<file path="src/rtl/event_pkg.sv">
// Shared definitions for the event packetizer: 24-bit record layout,
// sync tag and serializer state encoding.
package event_pkg;

  localparam logic [2:0] SYNC_TAG = 3'b101;
  localparam int REC_W     = 24;
  localparam int TS_OFF    = 0;
  localparam int UNIT_OFF  = 16;
  localparam int CODE_OFF  = 18;
  localparam int SPIKE_OFF = 20;
  localparam int TAG_OFF   = 21;
  localparam int B0_OFF    = 16;

  typedef enum logic [1:0] {
    S_IDLE = 2'd0,
    S_B0   = 2'd1,
    S_B1   = 2'd2,
    S_B2   = 2'd3
  } ser_state_t;

  // The record is stored exactly as its three wire bytes: B0 | ts_hi | ts_lo.
  function automatic logic [REC_W-1:0] pack_record(input logic [1:0]  unit,
                                                   input logic [1:0]  code,
                                                   input logic        spike,
                                                   input logic [15:0] ts);
    logic [REC_W-1:0] rec;
    rec = '0;
    rec[TAG_OFF +: 3]   = SYNC_TAG;
    rec[SPIKE_OFF]      = spike;
    rec[CODE_OFF +: 2]  = code;
    rec[UNIT_OFF +: 2]  = unit;
    rec[TS_OFF +: 16]   = ts;
    return rec;
  endfunction

endpackage

</file>
<file path="src/rtl/event_fifo.sv">
// Synchronous record FIFO with show-ahead read data; a push is accepted
// while full when a pop happens in the same cycle.
module event_fifo #(
  parameter int WIDTH = 24,
  parameter int DEPTH = 8
) (
  input  logic                     clk,
  input  logic                     rst_n,
  input  logic                     push,
  input  logic [WIDTH-1:0]         wr_data,
  input  logic                     pop,
  output logic [WIDTH-1:0]         rd_data,
  output logic                     full,
  output logic                     empty,
  output logic [$clog2(DEPTH):0]   level
);

  localparam int AW = $clog2(DEPTH);
  localparam int LW = AW + 1;
  localparam logic [AW-1:0] PTR_ONE = 1;
  localparam logic [LW-1:0] LVL_ONE = 1;

  logic [WIDTH-1:0] mem [DEPTH];
  logic [AW-1:0]    wr_ptr;
  logic [AW-1:0]    rd_ptr;
  logic             do_push;
  logic             do_pop;

  assign empty   = (level == '0);
  assign full    = (level == LW'(DEPTH));
  assign do_pop  = pop && !empty;
  assign do_push = push && (!full || do_pop);
  assign rd_data = mem[rd_ptr];

  always_ff @(posedge clk or negedge rst_n) begin
    if (!rst_n) begin
      wr_ptr <= '0;
      rd_ptr <= '0;
      level  <= '0;
    end else begin
      if (do_push) wr_ptr <= wr_ptr + PTR_ONE;
      if (do_pop)  rd_ptr <= rd_ptr + PTR_ONE;
      case ({do_push, do_pop})
        2'b10:   level <= level + LVL_ONE;
        2'b01:   level <= level - LVL_ONE;
        default: level <= level;
      endcase
    end
  end

  always_ff @(posedge clk) begin
    if (do_push) mem[wr_ptr] <= wr_data;
  end

endmodule

</file>
<file path="src/rtl/event_packetizer.sv">
// Captures per-unit spike/event edges with a timestamp, arbitrates them
// round-robin into a FIFO and serializes each record as three bytes.
module event_packetizer
  import event_pkg::*;
#(
  parameter int NUM_UNITS  = 4,
  parameter int TS_WIDTH   = 16,
  parameter int FIFO_DEPTH = 8
) (
  input  logic                          clk,
  input  logic                          rst_n,
  input  logic [NUM_UNITS-1:0]          spike_detection_array,
  input  logic [2*NUM_UNITS-1:0]        event_out_array,
  output logic [7:0]                    out_data,
  output logic                          out_valid,
  input  logic                          out_ready,
  output logic                          overflow,
  output logic [7:0]                    drop_count,
  output logic [$clog2(FIFO_DEPTH):0]   fifo_level
);

  localparam logic [TS_WIDTH-1:0] TS_ONE = 1;

  logic [TS_WIDTH-1:0]    ts;
  logic [NUM_UNITS-1:0]   spike_prev;
  logic [2*NUM_UNITS-1:0] ev_prev;
  logic [NUM_UNITS-1:0]   pending;
  logic [REC_W-1:0]       pend_rec [NUM_UNITS];
  logic [1:0]             rr_ptr;
  logic [NUM_UNITS-1:0]   trigger;
  logic [NUM_UNITS-1:0]   drop;
  logic [2:0]             drop_inc;
  logic [8:0]             drop_sum;
  logic                   grant_valid;
  logic [1:0]             grant_idx;
  logic [1:0]             cand;
  logic                   fifo_full;
  logic                   fifo_empty;
  logic                   fifo_pop;
  logic [REC_W-1:0]       fifo_rd_data;
  ser_state_t             state;
  logic [15:0]            rec_ts;

  always_comb begin
    trigger = '0;
    for (int i = 0; i < NUM_UNITS; i++) begin
      trigger[i] = ((event_out_array[2*i +: 2] != 2'b00) &&
                    (event_out_array[2*i +: 2] != ev_prev[2*i +: 2])) ||
                   (spike_detection_array[i] && !spike_prev[i]);
    end
  end

  always_comb begin
    grant_valid = 1'b0;
    grant_idx   = '0;
    cand        = '0;
    for (int k = 0; k < NUM_UNITS; k++) begin
      cand = 2'((int'(rr_ptr) + k) % NUM_UNITS);
      if (!grant_valid && !fifo_full && pending[cand]) begin
        grant_valid = 1'b1;
        grant_idx   = cand;
      end
    end
  end

  // A new trigger on a unit whose old record is being granted is not a drop.
  always_comb begin
    drop     = '0;
    drop_inc = '0;
    for (int i = 0; i < NUM_UNITS; i++) begin
      drop[i]  = trigger[i] && pending[i] && !(grant_valid && (grant_idx == 2'(i)));
      drop_inc = drop_inc + {2'b00, drop[i]};
    end
    drop_sum = {1'b0, drop_count} + {6'b000000, drop_inc};
  end

  always_ff @(posedge clk or negedge rst_n) begin
    if (!rst_n) begin
      ts         <= '0;
      spike_prev <= '0;
      ev_prev    <= '0;
      pending    <= '0;
      rr_ptr     <= '0;
      overflow   <= 1'b0;
      drop_count <= '0;
    end else begin
      ts         <= ts + TS_ONE;
      spike_prev <= spike_detection_array;
      ev_prev    <= event_out_array;
      for (int i = 0; i < NUM_UNITS; i++) begin
        if (trigger[i]) begin
          pending[i] <= 1'b1;
        end else if (grant_valid && (grant_idx == 2'(i))) begin
          pending[i] <= 1'b0;
        end
      end
      if (grant_valid) rr_ptr <= 2'((int'(grant_idx) + 1) % NUM_UNITS);
      if (|drop) begin
        overflow   <= 1'b1;
        drop_count <= drop_sum[8] ? 8'hFF : drop_sum[7:0];
      end
    end
  end

  always_ff @(posedge clk) begin
    for (int i = 0; i < NUM_UNITS; i++) begin
      if (trigger[i]) begin
        pend_rec[i] <= pack_record(2'(i), event_out_array[2*i +: 2],
                                   spike_detection_array[i], ts);
      end
    end
  end

  event_fifo #(
    .WIDTH (REC_W),
    .DEPTH (FIFO_DEPTH)
  ) u_fifo (
    .clk     (clk),
    .rst_n   (rst_n),
    .push    (grant_valid),
    .wr_data (pend_rec[grant_idx]),
    .pop     (fifo_pop),
    .rd_data (fifo_rd_data),
    .full    (fifo_full),
    .empty   (fifo_empty),
    .level   (fifo_level)
  );

  assign fifo_pop = !fifo_empty && ((state == S_IDLE) || ((state == S_B2) && out_ready));

  // Back-to-back records go straight from B2 to B0 to sustain one record per 3 cycles.
  always_ff @(posedge clk or negedge rst_n) begin
    if (!rst_n) begin
      state     <= S_IDLE;
      out_valid <= 1'b0;
      out_data  <= '0;
      rec_ts    <= '0;
    end else begin
      case (state)
        S_IDLE, S_B2: begin
          if (fifo_pop) begin
            state     <= S_B0;
            out_valid <= 1'b1;
            out_data  <= fifo_rd_data[B0_OFF +: 8];
            rec_ts    <= fifo_rd_data[TS_OFF +: 16];
          end else if (state == S_B2 && out_ready) begin
            state     <= S_IDLE;
            out_valid <= 1'b0;
            out_data  <= '0;
          end
        end
        S_B0: begin
          if (out_ready) begin
            state    <= S_B1;
            out_data <= rec_ts[15:8];
          end
        end
        S_B1: begin
          if (out_ready) begin
            state    <= S_B2;
            out_data <= rec_ts[7:0];
          end
        end
        default: state <= S_IDLE;
      endcase
    end
  end

endmodule
</file>
<file path="config.mk">
export PLATFORM = sky130hd
export DESIGN_NAME = event_packetizer
export DESIGN_NICKNAME = d
export VERILOG_FILES = /design/src/rtl/event_pkg.sv /design/src/rtl/event_fifo.sv /design/src/rtl/event_packetizer.sv
export SDC_FILE = /design/constraint.sdc
export NUM_CORES = 1
export LEC_CHECK = 0
export BUFFER_PORTS_ARGS = -buffer_cell sky130_fd_sc_hd__buf_2
export CORE_AREA = 2 2 149 151
export DETAILED_ROUTE_END_ITERATION = 16
export DIE_AREA = 0 0 151 153
export GPL_ROUTABILITY_DRIVEN = 0
export PLACE_DENSITY = 0.9
export SKIP_CTS_REPAIR_TIMING = 1
export SLEW_MARGIN = 30
export SYNTH_ARGS = -nofsm -noshare
export SYNTH_HDL_FRONTEND = slang
export SYNTH_HIERARCHICAL = 1
export SYNTH_SLANG_ARGS = --single-unit
</file>
<file path="constraint.sdc">
create_clock -name clk -period 10.5 [get_ports clk]
set_input_delay 0 -clock clk [delete_from_list [all_inputs] [get_ports clk]]
set_output_delay 0 -clock clk [all_outputs]
set_load 0.03 [all_outputs]
</file>
## Word-level counts from Yosys, hierarchy flattened

Memories as Yosys holds them, arrays and structs flattened.
Cells that the tools add are included.

- Add/subtract/negate cells: 13
- Order comparisons: 4
- Eq/ne operators: 16
- Multiplexer cells: 48
- Reductions and logical operators: 68

Operators with widths:

| operator | number |
|---|---|
| $mux W8 | 5 |
| $logic_and A1 B1 Y1 | 31 |
| $mux W1 | 28 |
| $pmux W8 S3 | 1 |
| $reduce_bool A2 Y1 | 10 |
| $add A16 B1 Y16 const B | 1 |
| $mux W2 | 8 |
| $logic_not A1 Y1 | 13 |
| $lt A2 B3 Y1 const B | 4 |
| $eq A2 B2 Y1 const B | 5 |
| $add A8 B3 Y9 | 1 |
| $bmux W1 S2 | 4 |
| $ne A2 B2 Y1 | 4 |
| $pmux W4 S2 | 1 |
| $add A3 B1 Y3 const B | 2 |
| $eq A2 B1 Y1 const B | 3 |
| $logic_or A1 B1 Y1 | 6 |
| $pmux W2 S3 | 1 |
| $add A2 B1 Y2 const B | 2 |
| $add A2 B2 Y2 const B | 2 |
| $add A4 B1 Y4 const B | 1 |
| $eq A4 B4 Y1 const B | 1 |
| $logic_not A2 Y1 | 2 |
| $logic_not A4 Y1 | 1 |
| other kinds (10) | 12 |

- Flip-flop bits (word level): 80
- Bits in writable memories: 276
- Input port bits: 15
- Output and inout bits: 22
- Word-level logic and storage cells: 168
- Memories kept: 2

Memories:

| name | words | width | read ports | clocked after Yosys merged registers in | write ports | line | RTL |
|---|---|---|---|---|---|---|---|
| u_fifo.mem | 8 | 24 | 1 | 0 | 1 | event_fifo.sv:23 | `logic [WIDTH-1:0] mem [DEPTH];` |
| pend_rec | 4 | 21 | 1 | 0 | 4 | event_packetizer.sv:28 | `logic [REC_W-1:0] pend_rec [NUM_UNITS];` |

## Logic depth before layout (Yosys ltp)

- Word-level depth: 25
- Depth in mapped cells: 19
- Depth with buffers taken out: 16

## Cells and area by module

The synthesis kept the hierarchy.

By module, submodules not included:

| module | times used | cells each | area each (µm²) | seq. area each (µm²) |
|---|---|---|---|---|
| event_fifo | 1 | 349 | 7923.8 | 6015.8 |
| event_packetizer | 1 | 463 | 6294.8 | 4033.9 |

## Worst setup path before layout

OpenSTA, ideal clock, no wires.

- Path type: reg-to-reg
- Start: reg u_fifo.level[1]
- End: reg drop_count[2]
- Setup time: 0.077 ns
- Data arrival time: 4.508 ns
- Required time: 10.423 ns
- Setup slack: 5.914 ns
- Cell stages (with the launch flop): 20
- Buffers on the path: 3
- Period minus slack after synthesis: 4.586 ns
- Cell sequence: dfrtp_1 -> or3_1 -> buf_2 -> nor2_1 -> buf_2 -> and3b_2 -> a22oi_1 -> o21ai_0 -> nor2_2 -> and3_2 -> clkbuf_1 -> inv_1 -> nand3_1 -> fa_1 -> fa_1 -> inv_1 -> fa_1 -> nand4_1 -> and3_2 -> a21oi_1

- Longest elaborated chain between the ends: 25
- Elaborated cells on any way between the ends: 42
- Those cells by class: 4 x add/sub; 4 x eq/ne; 9 x mux; 25 x reduce/logical

RTL lines:

| element | line | RTL |
|---|---|---|
| start, declared | event_fifo.sv:15 | `output logic [$clog2(DEPTH):0] level` |
| start signal, assigned | event_fifo.sv:44 | `2'b10: level <= level + LVL_ONE;` |
| start signal, assigned | event_fifo.sv:45 | `2'b01: level <= level - LVL_ONE;` |
| start signal, assigned | event_fifo.sv:46 | `default: level <= level;` |
| $eq A4 B4 Y1 * | event_fifo.sv:30 | `assign full = (level == LW'(DEPTH));` |
| via fifo_full | event_packetizer.sv:37 | `logic fifo_full;` |
| $logic_not A1 Y1 * | event_packetizer.sv:59 | `if (!grant_valid && !fifo_full && pending[cand]) begin` |
| $logic_and A1 B1 Y1 | event_packetizer.sv:59 |  |
| $mux W1 | event_packetizer.sv:59 |  |
| $logic_not A1 Y1 | event_packetizer.sv:59 |  |
| $logic_and A1 B1 Y1 (2 in series) | event_packetizer.sv:59 |  |
| $mux W1 | event_packetizer.sv:59 |  |
| (+9 left out) | -- |  |
| $logic_and A1 B1 Y1 | event_packetizer.sv:71 | `drop[i] = trigger[i] && pending[i] && !(grant_valid && (grant_idx == 2'(i)));` |
| $logic_not A1 Y1 | event_packetizer.sv:71 |  |
| $logic_and A1 B1 Y1 | event_packetizer.sv:71 |  |
| $add A1 B1 Y2 | event_packetizer.sv:72 | `drop_inc = drop_inc + {2'b00, drop[i]};` |
| $add A2 B1 Y3 | event_packetizer.sv:72 |  |
| $add A3 B1 Y3 | event_packetizer.sv:72 |  |
| $add A8 B3 Y9 | event_packetizer.sv:74 | `drop_sum = {1'b0, drop_count} + {6'b000000, drop_inc};` |
| $mux W8 | event_packetizer.sv:100 | `drop_count <= drop_sum[8] ? 8'hFF : drop_sum[7:0];` |
| end signal, assigned | event_packetizer.sv:100 |  |
| end, declared | event_packetizer.sv:18 | `output logic [7:0] drop_count,` |

The timed path passes the listed nets; every way through them passes the cells marked *.
A chain may end at the register's enable or synchronous reset.

## Final worst setup path

Same ends and word-level chain as after synthesis.

==> metrics.yaml <==
floorplan:
  start_util: 0.6618
  die_area_sq_um: 23100
  die_h_um: 153
  die_x_um: 151
  std_cell_rows: 54
  design.core.area_sq_um: 21490
  io_pins: 37
cts:
  h-tree-depth: 2
  clock_sinks: 348
  clk_latency_ps: 510
  clock_tree.root_cell: "clkbuf_16"
  cts_max_path_buffers: 3
  cts_buffers: 34
  cts_tree: "built"
  clk_pin_slew_ps: 60
placement:
  post-place-ws_ps: 5029
  io_buffer_count: 36
  place.detailed.hpwl_mm: 16.37
layout:
  diodes: 0
  final_core_util: 0.7456
  drive_above_1_share: 0.2465
  final.fill_count: 1189
  synthToLayoutAreaGrowth_pct: 12.66
  layout.nets: 924
timing:
  setup_viol: 0
  period_minus_slack_ps: 5555
  timing.final.hold_violations: 0
  slew_headroom: 0.3407
  fin_skew_ps: 11.03
  max_freq_ghz: 0.1800
  tightest_slew_ps: 986.6
  drv_slew: 0
  finalCritPeriodShare: 0.5291
  setup_tns_ps: 0
  setup_ws_ps: 4945
  rsz0062_at_grt: "no"
grt:
  overflow: 0
  groute.usage.overall: 0.2584
  antenna_found_initial: 0
  grt_pass1_vias: 7922
  grt_pass1_wl_mm: 44.36
  grt_max_degree: 81
setup_path:
  cp_slowest_cell: "or3_1"
  path_buf_inv: 3
  path_delay_family: "simple AND/OR/NAND/NOR gates"
  path_cells: "or3_1, nor2_1, and3b_2, a22oi_1, o21ai_0, nor2_2, buf_4, and3_2, inv_1, nand3_1, fa_1, fa_1, inv_1, fa_1, nand4_1, and3_2, a21oi_1"
  required_ps: 10930
  crit_path_end_kind: "flop"
  start_kind: "flop"
  cpPeakStageDelay_ps: 570
  cpMostUsedCell: "fa_1"
  critPathKind: "flop to flop"
  crit_arrival_ps: 5980
  path_max_fanout: 27
synth:
  synth_edf_count: 268
  postSynthCellCount: 812
  synth_top_family_by_area: "multiplexers"
  syn_area_per_cell_sq_um: 17.51
  netlist_area_sq_um: 14220
  yosysSeqAreaShare: 0.7068
  synth_flop_cell: "edfxtp_1"
  synth_compound_area_frac: 0.04910
  synthAdderAreaFrac: 0.01443
  yosys_warnings: 6
  yosys_register_bits: 348
  synth_simple_gate_area_frac: 0.05993
  synthMuxAreaShare: 0.1345
  synth_xor_xnor_area_share: 0.01232
  synthDistinctLibCells: 71
  async_flop_share: 0.2299
power_and_ir_drop:
  p_comb_frac: 0.374
  ir_worst_vdd_uv: 250.1
  power.density_nw_per_um2: 358.0
  switchingPower_uw: 1975
  p_leak_uw: 0.006022
  pwr-share-clk: 0.208
  p_sw_frac: 0.3443
  p_seq_frac: 0.418
  intPower_uw: 3760
  power_uw: 5734
drt:
  drt_iter0_drc: 832
  drc: 0
  drt_wl_total_mm: 28.59
  wire_per_inst_um: 23.80
  ant_nets: 0
  drt_first_pass_iters: 6
  via_per_inst: 6.304
  dr_total_vias: 7571
outcome:
  outcome: "finished, final reports clean"
run:
  maxCapViolCount: 0
hold_path:
  worstHoldPathType: "input pin to asynchronous set/reset pin"
## state kept, by name, indices dropped and copies added (netlist names)
register       cells
pending            4
pend_rec          76
ts                16
u_fifo/rd_ptr      3
state              2
rec_ts            16
drop_count         8
overflow           1
out_data           8
u_fifo/wr_ptr      3
ev_prev            8
spike_prev         4
u_fifo/mem       192
rr_ptr             2
u_fifo/level       4
out_valid          1
## metal layers
metal  wire length (um)  global-route usage  vias to the layer above
met1              10890              0.3472                     3873
met3               1822             0.04060                       71
li1                   -                   -                     3305
met5                  0                   0                        -
met2              15060              0.4355                      322
met4                818             0.09123                        0
## area by class of cell
cell class,count,area [sq um],area share
repair buffers,64,435.4,0.02718
multi-input cells,423,3980,0.2485
clock inverters,7,31.28,0.001953
clock buffers,55,1076,0.06717
flip-flops and latches,348,10060,0.6277
inverters,24,90.09,0.005624
well taps,280,350.3,0.02187
## worst register-to-register path: cells and delay by family, from the launching register on
kind,cells,cell delay (ps)
AND/OR/NAND/NOR,8,2700
adder cells (fa/ha/maj),3,1190
buffers and inverters,3,640
AO/OA/AOI/OAI,3,550
flip-flops,1,410
## cells by family (layout without fill, tap and decap cells)
family	Yosys count	count (layout)
AND/OR/NAND/NOR	162	162
flip-flops	348	348
multiplexers	119	119
AO/OA/AOI/OAI	84	84
adder cells (fa/ha/maj)	14	14
buffers and inverters	63	150
other	2	24
XOR/XNOR	20	20
## synth_stat cells (all sizes together) (11+ instances only)
cell type | instances | area, sq um
dfrtp | 80 | 2002
a221o | 21 | 211.5
xnor2 | 15 | 131.4
nor2 | 42 | 162.6
clkbuf | 13 | 48.80
mux2 | 46 | 555.5
edfxtp | 268 | 8048
nand3 | 13 | 65.06
o21ai | 17 | 88.84
nand2b | 11 | 68.82
mux2i | 23 | 230.2
buf | 26 | 180.2
nand2 | 41 | 153.9
mux4 | 50 | 1126
inv | 24 | 90.09
## cells in the final DEF, fill, tap and decap left out, types with 12 or more instances in the layout
cell type,netlist,routed
edfxtp_1,268,268
conb_1,2,24
dfrtp_1,80,77
o21ai_0,14,14
mux2_2,33,33
clkbuf_16,0,39
clkbuf_1,13,12
nand2_1,41,41
mux2i_1,23,23
nand3_1,13,13
nor2_1,40,34
a221o_1,20,20
buf_4,2,13
dlygate4sd3_1,0,14
mux4_2,50,50
xnor2_1,15,15
buf_2,16,35
inv_1,24,24
## stage by stage
stage | hold slack (ps) | std cells | area, sq um
CTS | -433.3 | 1187 | 15880
global placement | 137.7 | 1125 | 14760
global route | 181.0 | 1201 | 16020
detailed placement | 102.7 | 1125 | 14770
finish | 122.3 | 1201 | 16020
floorplan | -295.6 | 834 | 14300
## path summary, 6_finish.rpt
check	startpoint	end	slack, ps	cells after the start
setup / recovery	u_fifo/level[1]	drop_count[2]	4940	17
hold / removal	rst_n	drop_count[6]	120	2
min in group clk	spike_detection_array[2]	spike_prev[2]	160	2
max in group asynchronous	rst_n	u_fifo/rd_ptr[0]	9810	2
setup reg to reg	u_fifo/level[1]	drop_count[2]	4940	17
hold reg to reg	out_data[6]	out_data[6]	470	2
## power by group through the flow
stage               combinational [uW]  clock [uW]  sequential, uW
floorplan                         1560           0            2360
global placement                  2010           0            2360
detailed placement                2110           0            2410
CTS                               2140        1200            2400
global route                      2320        1250            2440
finish                            2150        1190            2400
No activity file was read; power rests on OpenSTA's default activity.
